===== config.mk =====
export PLATFORM = sky130hd
export DESIGN_NAME = ctrl_seq
export DESIGN_NICKNAME = d
export VERILOG_FILES = /design/src/rtl/ctrl_seq.sv
export SDC_FILE = /design/constraint.sdc
export NUM_CORES = 1
export LEC_CHECK = 0
export BUFFER_PORTS_ARGS = -buffer_cell sky130_fd_sc_hd__buf_4
export CORE_AREA = 4 4 41 43
export DETAILED_ROUTE_END_ITERATION = 12
export DIE_AREA = 0 0 45 47
export PLACE_DENSITY = 0.82
export SYNTH_ARGS = -nofsm -noshare
export SYNTH_HDL_FRONTEND = slang
export SYNTH_SLANG_ARGS = --single-unit

===== constraint.sdc =====
create_clock -name clk -period 3.84 [get_ports clk]
set_clock_uncertainty 0.15 [all_clocks]
set_input_delay 0.192 -clock clk [delete_from_list [all_inputs] [get_ports clk]]
set_output_delay 0.192 -clock clk [all_outputs]
set_load 0.03 [all_outputs]

===== src/rtl/ctrl_seq.sv =====
// rtl/ctrl_seq.sv - multi-cycle control sequencer for the 8-bit RISC core
// Optional build macro: CTRL_SINGLE_STEP_EN adds a step input that gates every re-entry into FETCH.
module ctrl_seq #(
    parameter int OPW = 4
) (
    input  logic           clk,
    input  logic           rst_n,
    input  logic           start,
    input  logic [7:0]     instr,
    input  logic           zero,
`ifdef CTRL_SINGLE_STEP_EN
    input  logic           step,
`endif
    output logic           im_rd,
    output logic           pc_inc,
    output logic           pc_ld,
    output logic           ld_opr,
    output logic           alu_en,
    output logic           rf_we,
    output logic           en_dec,
    output logic           en_WD,
    output logic           sel_DM_rd,
    output logic           sel_DM_wr,
    output logic [OPW-1:0] opcode,
    output logic           halted
);

    typedef enum logic [3:0] {
        S_IDLE, S_FETCH, S_DECODE, S_FETCH2, S_EXEC, S_MEM, S_WB, S_HALT, S_WAIT
    } state_e;

    localparam logic [OPW-1:0] OP_LD  = OPW'(8);
    localparam logic [OPW-1:0] OP_ST  = OPW'(9);
    localparam logic [OPW-1:0] OP_LDI = OPW'(10);
    localparam logic [OPW-1:0] OP_JMP = OPW'(11);
    localparam logic [OPW-1:0] OP_BZ  = OPW'(12);
    localparam logic [OPW-1:0] OP_NOP = OPW'(14);

    state_e         state_q, state_d;
    logic [OPW-1:0] opcode_q, opcode_d;
    state_e         fetch_next;

    logic is_alu, is_ld, is_st, is_ldi, is_jmp, is_bz, is_nop;

    // The operand nibble is consumed by the datapath, not by the sequencer.
    logic unused_instr_lo;
    assign unused_instr_lo = ^instr[7-OPW:0];

    assign is_alu = (opcode_q < OP_LD);
    assign is_ld  = (opcode_q == OP_LD);
    assign is_st  = (opcode_q == OP_ST);
    assign is_ldi = (opcode_q == OP_LDI);
    assign is_jmp = (opcode_q == OP_JMP);
    assign is_bz  = (opcode_q == OP_BZ);
    assign is_nop = (opcode_q == OP_NOP);

    always_ff @(posedge clk or negedge rst_n) begin
        if (!rst_n) begin
            state_q  <= S_IDLE;
            opcode_q <= '0;
        end else begin
            state_q  <= state_d;
            opcode_q <= opcode_d;
        end
    end

    always_comb begin
        state_d  = state_q;
        opcode_d = opcode_q;
`ifdef CTRL_SINGLE_STEP_EN
        fetch_next = step ? S_FETCH : S_WAIT;
`else
        fetch_next = S_FETCH;
`endif
        case (state_q)
            S_IDLE, S_HALT: if (start) state_d = S_FETCH;
            S_FETCH: begin
                opcode_d = instr[7 -: OPW];
                state_d  = S_DECODE;
            end
            S_DECODE: begin
                // Anything outside the defined opcode set (0xD, 0xF) halts.
                if (is_alu)                        state_d = S_EXEC;
                else if (is_ld || is_st)           state_d = S_MEM;
                else if (is_ldi || is_jmp || is_bz) state_d = S_FETCH2;
                else if (is_nop)                   state_d = fetch_next;
                else                               state_d = S_HALT;
            end
            S_FETCH2: state_d = is_ldi ? S_WB : fetch_next;
            S_EXEC:   state_d = S_WB;
            S_MEM:    state_d = is_ld ? S_WB : fetch_next;
            S_WB:     state_d = fetch_next;
`ifdef CTRL_SINGLE_STEP_EN
            S_WAIT:   if (step) state_d = S_FETCH;
`endif
            default:  state_d = S_IDLE;
        endcase
    end

    always_comb begin
        im_rd     = 1'b0;
        pc_inc    = 1'b0;
        pc_ld     = 1'b0;
        ld_opr    = 1'b0;
        alu_en    = 1'b0;
        rf_we     = 1'b0;
        en_dec    = 1'b0;
        en_WD     = 1'b0;
        sel_DM_rd = 1'b0;
        sel_DM_wr = 1'b0;
        halted    = 1'b0;
        case (state_q)
            S_FETCH: begin
                im_rd  = 1'b1;
                pc_inc = 1'b1;
            end
            S_DECODE: en_dec = is_ld;
            S_FETCH2: begin
                im_rd = 1'b1;
                if (is_ldi) begin
                    ld_opr = 1'b1;
                    pc_inc = 1'b1;
                end else if (is_jmp) begin
                    pc_ld = 1'b1;
                end else if (is_bz) begin
                    pc_ld  = zero;
                    pc_inc = ~zero;
                end
            end
            S_EXEC: alu_en = 1'b1;
            S_MEM: begin
                sel_DM_rd = is_ld;
                sel_DM_wr = is_st;
                en_WD     = is_st;
            end
            S_WB:    rf_we  = 1'b1;
            S_HALT:  halted = 1'b1;
            default: ;
        endcase
    end

    assign opcode = opcode_q;

endmodule


==> impl_summary.log <==
INFO  metric met3_usage = 0.0268
INFO  metric final-setup-viol-count = 0
INFO  metric initial_standard_cell_utilization_of_the_core = 0.404
INFO  metric placement.io_buffers = 22
INFO  metric synth_largest_area_cell = sky130_fd_sc_hd__dfrtp_1
INFO  metric max_freq = around 460 MHz
INFO  metric detail_route.first_pass.iterations = 4
INFO  metric clk_path_buf_depth = 2
INFO  metric met2_usage = 0.232
INFO  metric n_fill_cell = about 140
INFO  metric setup_total_negative_slack = 0 ps
INFO  metric wirelength = ~1200 um
INFO  metric syn_avg_cell_area = between 9 and 10 sq um
INFO  metric end_kind = primary output
INFO  metric cp.buffers_inverters = 1
INFO  metric startpoint_class_of_the_critical_path = flop
INFO  metric power_frac_clock = 0.105
INFO  metric grtUsageTotal = 0.139
INFO  metric reg2reg_to = state_q[0]
INFO  metric rsz0062_at_grt = false
INFO  metric initialDrtViolationCount = 11
INFO  metric ys.flop_type = sky130_fd_sc_hd__dfrtp_1
INFO  metric drive_above_1_share = 0.430
INFO  metric crit_path_max_fanout = 14
INFO  metric final-hold-violation-count = 0
INFO  metric worstSetupPathType = reg -> out
INFO  metric seq_power_share = 0.340
INFO  metric critPathRequiredTime = 3500 ps
INFO  metric top_usage_layer = met2
INFO  metric globalRouteOverflowTotal = 0
INFO  metric grt_first_pass_wirelength = 2120 um
INFO  metric netSwitchingFraction = 0.477
INFO  metric detail_route.vias_per_cell = around 5.5
INFO  metric synth-edff-count = 0
INFO  metric timing.critical_path.slowest_stage_cell = sky130_fd_sc_hd__nor3b_1
INFO  metric leading_cell_types_by_total_area_after_synthesis = sky130_fd_sc_hd__dfrtp_1, sky130_fd_sc_hd__mux2_2, sky130_fd_sc_hd__nand3b_1
INFO  metric syn-cell-area = 526 sq um
INFO  metric finalInstanceArea = approximately 720 sq um
INFO  metric area_growth_syn_to_layout = 37.6%
INFO  metric clock_tree.htree_level_count = 1
INFO  metric insertedDiodeCount = 0
INFO  metric clk_root_buffer_cell = sky130_fd_sc_hd__clkbuf_4
INFO  metric worst_r2r_path_depth = 3
INFO  metric synth_nets = roughly 70
INFO  metric critical_path.reg2reg.startpoint = opcode[2]
INFO  metric ant_nets = 0
INFO  metric global_route.usage.met1 = 0.159
INFO  metric cts_tree = done
INFO  metric die_h = ~47 um
INFO  metric power_per_cell_area = between 800 and 900 nW/um^2
INFO  metric async_flop_share = 1.00
INFO  metric timing.slew.headroom = 0.525
INFO  metric initial_antenna_violation_count = 0
INFO  metric synth.ff_latch_count = 7
INFO  metric leakagePower = 0.328 nW
INFO  metric mostFrequentLayoutCell = sky130_fd_sc_hd__buf_4
INFO  metric peakVddDrop = 0.000447 V
INFO  metric synth.top_cell.area_share = 0.333
INFO  metric power.switching = between 0.2 and 0.3 mW
INFO  metric result_of_the_run = complete, no violations
INFO  metric commonest_non_fill_non_tap_cells_in_the_layout = sky130_fd_sc_hd__buf_4, sky130_fd_sc_hd__dfrtp_1, sky130_fd_sc_hd__nor2_1
INFO  metric avgRoutedWirePerCell = around 13 um
INFO  metric postLayoutSetupSlackWorst = about 1700 ps
INFO  metric detail_route.drc_violations = 0
INFO  metric post-route-min-period = about 2200 ps
INFO  metric first_global_vias = around 500
INFO  metric sequential_share_of_the_synthesized_area = 0.333
INFO  metric hold_crit_path_type = in -> reg
INFO  metric count_of_unique_library_cells_instantiated_by_yosys = 32
INFO  metric cpPeakStageDelay = 640 ps
INFO  metric hold_depth = 2
INFO  metric cts_buffers = 3
INFO  metric clock_sinks = 7
INFO  metric cts.reportedPaths.clkPinSlew = 50 ps
INFO  metric critical_path.cell_chain = nor3b_1 -> or2_2 -> buf_4
INFO  metric worst-slew-pin-transition = roughly 710 ps
INFO  metric final.period_utilization = 0.562
INFO  metric max_cap_viol_count = 0
INFO  metric final_max_slew_viol_count = 0
INFO  metric cp_data_arrival_time = 1820 ps
INFO  metric die_x = ~45 um
INFO  metric pin_count_of_the_biggest_net_entering_global_routing = 16
INFO  metric place.gp.congestion = 0.826
INFO  metric hpwl = about 910 um
INFO  metric clkLatencyLatePin = roughly 250 ps
INFO  metric power_frac_comb = 0.555
INFO  metric vias = around 520
INFO  metric cellInternalPower = 0.318 mW
INFO  metric dp_worst_setup_slack = between 1500 and 2000 ps
INFO  metric area_after_detailed_placement = a little under 700 sq um
INFO  metric synth-warning-count = 0
INFO  metric core = approximately 1300 sq um
INFO  metric crit_family = simple AND/OR/NAND/NOR gates
INFO  metric regToRegSetupSlack = between 1500 and 2000 ps
INFO  metric ios = 27
INFO  metric fp-row-count = 13
INFO  metric final_nets = roughly 90
INFO  metric die_area = 2120 sq um
INFO  metric hold_path_end = opcode[2]
INFO  metric post-cts-setup-buffers = 0
INFO  metric synthesis.instances = 57
INFO  metric worstHoldStart = instr[6]
==> state kept, by name, summed over array words and instances, names as in the netlist <==
| register | flops |
|---|---|
| opcode | 4 |
| state_q | 3 |
==> Yosys cell counts, drive strengths merged (2+ instances only) <==
| cell | instances |
|---|---|
| nor2b | 2 |
| a21oi | 2 |
| nand2b | 2 |
| dfrtp | 7 |
| a31oi | 2 |
| nor2 | 5 |
| nand2 | 2 |
| or2 | 2 |
| mux2 | 4 |
| and3 | 2 |
| clkbuf | 4 |
| nand3b | 3 |
==> what timing repair did <==
item | 4_1_cts | 5_1_grt
endpoints found under the hold margin | 7 | 0
gates resized for setup | 0 | 0
hold buffers | 1 | 0
==> cell families (layout without fill, tap and decap cells) <==
family,count (synthesis),count (layout),synth area share
simple gates,29,29,0.386
flops,7,7,0.333
mux,4,4,0.0857
compound gates,11,11,0.145
buf+inv,6,28,0.0500
==> how the worst max path moves through the flow <==
stage                            to  startpoint  slack [ps]  depth (start not counted)
after global placement       pc_inc  state_q[0]        1930                          3
after CTS                    pc_inc  state_q[0]        1650                          3
after detailed placement     pc_inc  state_q[0]        1920                          3
final                        pc_inc  state_q[0]        1680                          3
after floorplan           sel_DM_wr   opcode[2]        1610                          4
after global routing         pc_inc  state_q[0]        1490                          3
==> routing by layer <==
metal / routed length, um / up-vias
met2: 596 / 13
li1: - / 257
met3: 84 / 2
met1: 497 / 244
met5: 0 / -
met4: 10 / 0
==> power by group through the flow <==
stage	clock, mW	combinational [mW]	sequential (mW)
floorplan	0	0.243	0.196
global placement	0	0.337	0.199
detailed placement	0	0.341	0.205
CTS	0.0677	0.342	0.204
global route	0.0751	0.366	0.224
finish	0.0640	0.337	0.207
==> final cells by class <==
cell class	count	area [sq um]	area share
Timing Repair Buffer	23	175	0.242
Clock buffer	4	26.3	0.0363
Multi-Input combinational cell	44	324	0.448
Inverter	1	3.75	0.00519
Sequential cell	7	175	0.242
Tap cell	15	18.8	0.0260
==> through the flow <==
stage          hold WS (ps)   util  power [mW]  std cells
4_1_cts                17.1  0.556       0.614         94
2_1_floorplan          -254      -       0.439         57
3_3_place_gp           -145  0.528       0.536         89
3_5_place_dp           -144  0.528       0.546         89
6_report               28.1  0.556       0.608         94
5_1_grt                12.1  0.556       0.665         94
Note: power is estimated with default switching activity, not from simulation.
